[src/rtl/iob_axistream_arbiter.sv]
// Packet-granular round-robin arbiter merging N_INPUTS AXI-Stream sources onto one master.
// A grant is held from the first beat of a packet until its tlast beat is accepted.
module iob_axistream_arbiter #(
    parameter int N_INPUTS = 4,
    parameter int TDATA_W  = 8,
    parameter int CNT_W    = 16,
    parameter int GRANT_W  = $clog2(N_INPUTS)
) (
    input  logic                          clk,
    input  logic                          rst,
    input  logic                          en,
    input  logic [N_INPUTS*TDATA_W-1:0]   s_tdata,
    input  logic [N_INPUTS-1:0]           s_tvalid,
    input  logic [N_INPUTS-1:0]           s_tlast,
    output logic [N_INPUTS-1:0]           s_tready,
    output logic [TDATA_W-1:0]            m_tdata,
    output logic                          m_tvalid,
    output logic                          m_tlast,
    input  logic                          m_tready,
    output logic [GRANT_W-1:0]            grant,
    output logic                          busy,
    output logic [CNT_W-1:0]              beat_cnt
);

    typedef enum logic {IDLE, XFER} state_t;

    state_t               state_reg, state_next;
    logic [GRANT_W-1:0]   grant_reg, grant_next;
    logic [GRANT_W-1:0]   last_grant_reg, last_grant_next;
    logic [CNT_W-1:0]     beat_cnt_reg, beat_cnt_next;

    logic [TDATA_W-1:0]   s_data_arr [N_INPUTS];
    logic [2*N_INPUTS-1:0] req_rot;
    logic [GRANT_W-1:0]   sel_idx;
    logic                 sel_found;
    logic                 xfer;
    logic                 accept;

    assign xfer = (state_reg == XFER);

    genvar gi;
    generate
        for (gi = 0; gi < N_INPUTS; gi++) begin : g_lane
            assign s_data_arr[gi] = s_tdata[gi*TDATA_W +: TDATA_W];
            assign s_tready[gi]   = xfer && (grant_reg == GRANT_W'(gi)) && m_tready;
        end
    endgenerate

    // Rotate requests so bit k is input (last_grant+1+k) mod N; the lowest set bit wins.
    always_comb begin
        req_rot   = {s_tvalid, s_tvalid} >> (int'(last_grant_reg) + 1);
        sel_idx   = '0;
        sel_found = 1'b0;
        for (int k = 0; k < N_INPUTS; k++) begin
            if (!sel_found && req_rot[k]) begin
                sel_found = 1'b1;
                sel_idx   = GRANT_W'((int'(last_grant_reg) + 1 + k) % N_INPUTS);
            end
        end
    end

    assign m_tvalid = xfer && s_tvalid[grant_reg];
    assign m_tlast  = xfer && s_tlast[grant_reg];
    assign m_tdata  = xfer ? s_data_arr[grant_reg] : '0;
    assign accept   = m_tvalid && m_tready;

    assign grant    = grant_reg;
    assign busy     = xfer;
    assign beat_cnt = beat_cnt_reg;

    always_comb begin
        state_next      = state_reg;
        grant_next      = grant_reg;
        last_grant_next = last_grant_reg;
        beat_cnt_next   = beat_cnt_reg;
        case (state_reg)
            IDLE: begin
                if (en && sel_found) begin
                    grant_next    = sel_idx;
                    beat_cnt_next = '0;
                    state_next    = XFER;
                end
            end
            XFER: begin
                // en is deliberately ignored here: a started packet always completes.
                if (accept) begin
                    if (beat_cnt_reg != '1) begin
                        beat_cnt_next = beat_cnt_reg + CNT_W'(1);
                    end
                    if (s_tlast[grant_reg]) begin
                        last_grant_next = grant_reg;
                        state_next      = IDLE;
                    end
                end
            end
            default: state_next = IDLE;
        endcase
    end

    always_ff @(posedge clk or posedge rst) begin
        if (rst) begin
            state_reg      <= IDLE;
            grant_reg      <= '0;
            last_grant_reg <= GRANT_W'(N_INPUTS - 1);
            beat_cnt_reg   <= '0;
        end else begin
            state_reg      <= state_next;
            grant_reg      <= grant_next;
            last_grant_reg <= last_grant_next;
            beat_cnt_reg   <= beat_cnt_next;
        end
    end

endmodule

[config.mk]
export PLATFORM = sky130hd
export DESIGN_NAME = iob_axistream_arbiter
export DESIGN_NICKNAME = d
export VERILOG_FILES = /design/src/rtl/iob_axistream_arbiter.sv
export SDC_FILE = /design/constraint.sdc
export NUM_CORES = 1
export LEC_CHECK = 0
export CAP_MARGIN = 20
export CORE_MARGIN = 3
export CORE_UTILIZATION = 30
export DETAILED_ROUTE_END_ITERATION = 6
export SETUP_SLACK_MARGIN = 0.5
export SYNTH_ARGS = -nofsm -noshare
export SYNTH_HDL_FRONTEND = slang
export SYNTH_SLANG_ARGS = --single-unit
[constraint.sdc]
create_clock -name clk -period 4.5 [get_ports clk]
set_input_delay 0.45 -clock clk [delete_from_list [all_inputs] [get_ports clk]]
set_output_delay 0.45 -clock clk [all_outputs]
set_load 0.1 [all_outputs]
Word-level counts from Yosys, hierarchy flattened
Cells that the tools add are included.
{"block": "totals", "register_bits": 21, "latchBits": 0, "mem_bits_rw": 0, "mem_bits_ro": 0, "inputBits": 44, "out_inout_bits": 33, "wordCells": 67, "memories": 0}
{"block": "classes", "n_addsub": 5, "n_mul": 0, "div": 0, "magnitude_cmp": 2, "eq_ne": 7, "n_shift": 1, "mux": 24, "bitwise": 2, "reduce_logical": 22}
{"op": "16-bit 2-to-1 mux", "n": 3}
{"op": "16-bit case mux with 2 select lines", "n": 1}
{"op": "8-bit 2-to-1 mux", "n": 3}
{"op": "16-bit by 1-bit adder with 16-bit output, second input constant", "n": 1}
{"op": "8-bit binary-select mux with 2-bit select", "n": 1}
{"op": "16-bit inequality test, second input constant", "n": 1}
{"op": "1-bit logical AND", "n": 15}
{"op": "1-bit 2-to-1 mux", "n": 9}
{"op": "2-bit 2-to-1 mux", "n": 4}
{"op": "8-bit by 3-bit >> shifter with 4-bit output", "n": 1}
{"op": "2-bit adder, second input constant", "n": 3}
{"op": "3-bit AND reduction", "n": 2}
{"op": "1-bit binary-select mux with 2-bit select", "n": 2}
{"op": "2-bit == test, second input constant", "n": 2}
{"op": "2-bit by 1-bit inequality test with 1-bit output, second input constant", "n": 2}
{"op": "2-bit by 1-bit adder with 3-bit output, second input constant", "n": 1}
{"op": "3-bit greater-or-equal comparator, second input constant", "n": 1}
{"op": "1-bit logical NOT", "n": 3}
{"op": "2-bit by 3-bit < comparator with 1-bit output, second input constant", "n": 1}
{"op": "2-bit inverter with 3-bit output", "n": 1}
{"op": "2-bit by 1-bit == test with 1-bit output, second input constant", "n": 1}
{"op": "2-bit logical NOT", "n": 1}
{"op": "2-bit inequality test, second input constant", "n": 1}
{"op": "1-bit case mux with 2 select lines", "n": 1}
{"op": "2 further kinds", "n": 2}

Longest topological paths before layout
{"block": "logic_depth", "depth_word": 15, "ltp_mapped": 9, "ltp_nobuf": 6}

Least setup slack after synthesis
OpenSTA, ideal clock, no wires.
{"block": "synth_path", "path_type": "register to output", "from": "register grant_reg[0], in the netlist grant[0]", "to": "output m_tvalid", "t_arrival_ps": 3768, "required_ps": 4050, "path_slack_ps": 282, "stages_incl_launch_ff": 5, "path_buffers": 2, "path_cell_list": "dfrtp_1 > buf_4 > buf_2 > nor2b_1 > a211oi_1"}
{"block": "synth_between", "elab_chain_len": 3}
{"element": "from (decl)", "line": "28", "source": "logic [GRANT_W-1:0] grant_reg, grant_next;"}
{"element": "from (signal assigned)", "line": "108", "source": "grant_reg <= grant_next;"}
{"element": "1-bit binary-select mux with 2-bit select", "line": "62", "source": "assign m_tvalid = xfer && s_tvalid[grant_reg];"}
{"element": "1-bit 2-to-1 mux (implied by the code)", "line": "62"}
{"element": "1-bit logical AND", "line": "62"}
{"element": "to (decl)", "line": "17", "source": "output logic m_tvalid,"}
Every way passes these cells. The select of a mux whose other input is x is not followed.

Worst setup path after layout
{"block": "layout_path", "from": "register grant_reg[0], in the netlist grant[0]", "to": "output m_tlast"}
{"block": "layout_between", "elab_chain_len": 3}
{"element": "1-bit binary-select mux with 2-bit select", "line": "63", "source": "assign m_tlast = xfer && s_tlast[grant_reg];"}
{"element": "1-bit 2-to-1 mux (implied by the code)", "line": "63"}
{"element": "1-bit logical AND", "line": "63"}
{"element": "to (decl)", "line": "18", "source": "output logic m_tlast,"}
Every way passes these cells. The select of a mux whose other input is x is not followed.

==> summary.md <==
* **run status** completed
* **# Max-Cap Violations** 0
* **number of diodes** 0
* **first-pass GRT wire length** 7.79 mm
* **Worst-Skew Late Latency** 0.26 ns
* **pre-CTS setup slack** 1.34 ns
* **depth of the worst register-to-register path** 5
* **hold path depth** 2
* **final routed DRC violation total** 0
* **kind of capture point of the worst setup path** output pin
* **post-synthesis instance total** 165
* **Synth Warn #** 0
* **wire length reported by the detailed router** 4.97 mm
* **first-iteration detailed-routing DRC count** 51
* **number of placement rows** 25
* **Placeable Area** 4940 sq um
* **Crit path required time** 4.05 ns
* **routed length per instance** 16.5 um
* **cell type with the highest aggregate area in the netlist** sky130_fd_sc_hd__dfrtp_1
* **final clock period utilization by the worst path** 0.740
* **startpoint type of the worst setup path** flip-flop
* **total global routing overflow** 0
* **class of the tightest hold or removal check** reg -> reg
* **pin slew with the least headroom to its limit** 0.984 ns
* **fraction of registers with async set/reset** 1.00
* **share of the core filled with cells** 0.489
* **Die Span Y** 78.9 um
* **effective utilization at floorplan** 0.323
* **Post-Synth XOR/XNOR Area** 0
* **number of buffers between clock root and the deepest sink** 2
* **multiplexer share of the synthesized area** 0.166
* **post-route ant nets** 0
* **total leakage power** 0.928 nW
* **drt first pass iters** 4
* **terminus of the critical flop-to-flop path** beat_cnt[15]
* **Compound-Gate Fraction of Synth Area** 0.189
* **number of sinks handled by clock tree synthesis** 21
* **setup violators final** 0
* **hold path endpoint** last_grant_reg[1]
* **Synth Cell Area** 1600 sq um
* **quantity of gates resized following cts** 0
* **worst hold margin** 0.530 ns
* **Adder-Cell Fraction of Synth Area** 0.00784
* **Clk Tree Root Cell** sky130_fd_sc_hd__clkbuf_8
* **fill cell count** 490
* **Yosys cell types** 49
* **crit path time final** 3.33 ns
* **critical path type** reg -> out
* **clock edge transition at the registers on the reported setup and hold paths** 0.07 ns
* **remaining max-slew budget at the tightest pin** 0.342
* **relative area change from synthesis to final layout** 51.5%
* **number of synthesized register bits** 21
* **unrepaired setup endpoints after global routing** no
* **final-stage net count** 281
* **vias in the first global route** 1520
* **simple-gate area share of the yosys netlist** 0.249
* **CTS Buf Count** 3
* **Mapped Nets** 210
* **post-route setup TNS** 0 ns
* **peak ir drop on the vdd network** 387 uV
* **last weighted congestion value of the routability-driven placer** 0.738
* **CTS HTree Levels** 1
* **fin worst setup slack** 1.17 ns
* **Tot GR Track Use** 0.158
* **TritonCTS clock tree** done
* **quantity of I/O buffers inserted on ports** 76
* **Achievable Freq** 0.300 GHz
* **power density over cell area** 774 nW/um^2
* **top cells by area in the synthesized netlist** sky130_fd_sc_hd__dfrtp_1 (30%), sky130_fd_sc_hd__mux4_2 (13%), sky130_fd_sc_hd__and2_1 (3.9%), sky130_fd_sc_hd__nand2_1 (3.8%), sky130_fd_sc_hd__dfstp_2 (3.3%)
* **max reg flops** 16
* **via count normalized by instance count** 5.31
* **register-to-register path setup slack** 1.80 ns
* **x dimension of the die** 78.9 um
* **post-detailed-placement half-perimeter wirelength** 3.70 mm
* **pin count of the biggest net entering global routing** 23
* **share of the yosys chip area belonging to registers** 0.331
* **most instantiated flip-flop cell in the synthesis netlist** sky130_fd_sc_hd__dfrtp_1
* **clk_skew** 0.00436 ns
* **CTS hold repair buffers** 0
* **Critical Path AT** 2.88 ns
* **dominant combinational cell family by area after synthesis** simple AND/OR/NAND/NOR gates
* **hold path start** last_grant_reg[1]
* **number of post-CTS setup repair buffers** 0
* **fraction of layout cells with a size suffix above 1** 0.0936
* **initial antenna violation count** 0
* **number of pins exceeding their max-slew limit in the final report** 0
* **worst reg2reg path startpoint** grant[0]
* **area enclosed by the die boundary** 6230 sq um
* **Synth Area per Inst** 9.67 sq um
* **number of synthesized flops with an enable pin** 0
* **Final Hold Viols** 0
* **via count** 1605
* **maximum fanout along the worst path** 16
* **area share of the largest cell type after synthesis** 0.298
* **I/O pin count** 77
## cell usage in the layout, fill, tap and decap left out, types with 2 or more instances in the layout
cell	n
sky130_fd_sc_hd__mux4_2	9
sky130_fd_sc_hd__a2bb2oi_1	2
sky130_fd_sc_hd__mux2i_1	4
sky130_fd_sc_hd__mux2_2	2
sky130_fd_sc_hd__nand2_1	16
sky130_fd_sc_hd__o22a_1	5
sky130_fd_sc_hd__o31a_1	3
sky130_fd_sc_hd__a31oi_1	3
sky130_fd_sc_hd__o21ai_0	8
sky130_fd_sc_hd__and2_1	10
sky130_fd_sc_hd__o31ai_1	2
sky130_fd_sc_hd__nor4b_1	2
sky130_fd_sc_hd__o211ai_1	2
sky130_fd_sc_hd__and3_1	3
sky130_fd_sc_hd__nand3_1	10
sky130_fd_sc_hd__or2_2	2
sky130_fd_sc_hd__inv_1	5
sky130_fd_sc_hd__dfrtp_1	19
sky130_fd_sc_hd__clkdlybuf4s50_1	76
sky130_fd_sc_hd__dfstp_2	2
sky130_fd_sc_hd__nor3_1	4
sky130_fd_sc_hd__a21oi_1	2
sky130_fd_sc_hd__nand4_1	4
sky130_fd_sc_hd__nor2_1	13
sky130_fd_sc_hd__nor4_1	2
sky130_fd_sc_hd__clkbuf_8	3
## worst max path at each step
stage | slack, ns | startpoint | end
after floorplan | 1.22 | grant[1] | s_tready[2]
after global placement | 1.36 | s_tvalid[0] | m_tvalid
after detailed placement | 1.34 | s_tvalid[0] | m_tvalid
after CTS | 1.12 | grant[0] | m_tlast
after global routing | 1.01 | grant[0] | m_tlast
final | 1.17 | grant[0] | m_tlast
## through the flow
step / std cells / cell area [sq um] / power, mW
2_1_floorplan: 165 / 1600 / 1.46
3_3_place_gp: 298 / 2370 / 1.75
3_5_place_dp: 298 / 2370 / 1.75
4_1_cts: 302 / 2420 / 1.89
5_1_grt: 302 / 2420 / 1.95
6_report: 302 / 2420 / 1.87
## worst max-delay path, stage by stage, from the launching register on
cell and delay (ns):
sky130_fd_sc_hd__dfrtp_1 0.84, sky130_fd_sc_hd__mux4_2 0.64, sky130_fd_sc_hd__and2_1 0.18, sky130_fd_sc_hd__clkdlybuf4s50_1 0.96
## where the power goes
| part | internal [mW] | total [mW] | switching [mW] |
|---|---|---|---|
| Clock | 0.0632 | 0.127 | 0.0633 |
| Combinational | 0.392 | 1.37 | 0.982 |
| Sequential | 0.238 | 0.371 | 0.133 |
## layer usage
layer  wire length [um]  vias up  share of wire  global-route usage
met5                  0        -              0                   0
met4                 46        0         0.0092              0.0412
met3                531        5           0.11              0.0431
met2               2110       73           0.42               0.244
met1               2290      754           0.46               0.219
li1                   -      773              -                   -
## kinds of logic after synthesis
family                     after synthesis
AOI/OAI and AO/OA                       41
adders and majority gates                1
buffers and inverters                   15
DFF                                     21
muxes                                   15
and+or+nand+nor                         72
## area by class of cell
cell class                 count  area [sq um]  share of cell area
clock buffer                   4          45.0              0.0186
inverter                       5          18.8             0.00776
multi-input combinational    129           981               0.406
sequential                    21           528               0.218
tap                           67          83.8              0.0347
timing repair buffer          76           761               0.315
## Yosys cell counts (2+ instances only)
cell type / number
sky130_fd_sc_hd__a21oi_1: 2
sky130_fd_sc_hd__a2bb2oi_1: 2
sky130_fd_sc_hd__a31oi_1: 3
sky130_fd_sc_hd__and2_1: 10
sky130_fd_sc_hd__and3_1: 3
sky130_fd_sc_hd__buf_6: 4
sky130_fd_sc_hd__clkbuf_1: 4
sky130_fd_sc_hd__dfrtp_1: 19
sky130_fd_sc_hd__dfstp_2: 2
sky130_fd_sc_hd__inv_1: 5
sky130_fd_sc_hd__mux2_2: 2
sky130_fd_sc_hd__mux2i_1: 4
sky130_fd_sc_hd__mux4_2: 9
sky130_fd_sc_hd__nand2_1: 16
sky130_fd_sc_hd__nand3_1: 10
sky130_fd_sc_hd__nand4_1: 4
sky130_fd_sc_hd__nor2_1: 13
sky130_fd_sc_hd__nor3_1: 4
sky130_fd_sc_hd__nor4_1: 2
sky130_fd_sc_hd__nor4b_1: 2
sky130_fd_sc_hd__o211ai_1: 2
sky130_fd_sc_hd__o21ai_0: 8
sky130_fd_sc_hd__o22a_1: 5
sky130_fd_sc_hd__o31a_1: 3
sky130_fd_sc_hd__o31ai_1: 2
sky130_fd_sc_hd__or2_2: 2
Note: power is estimated with default switching activity, not from simulation.
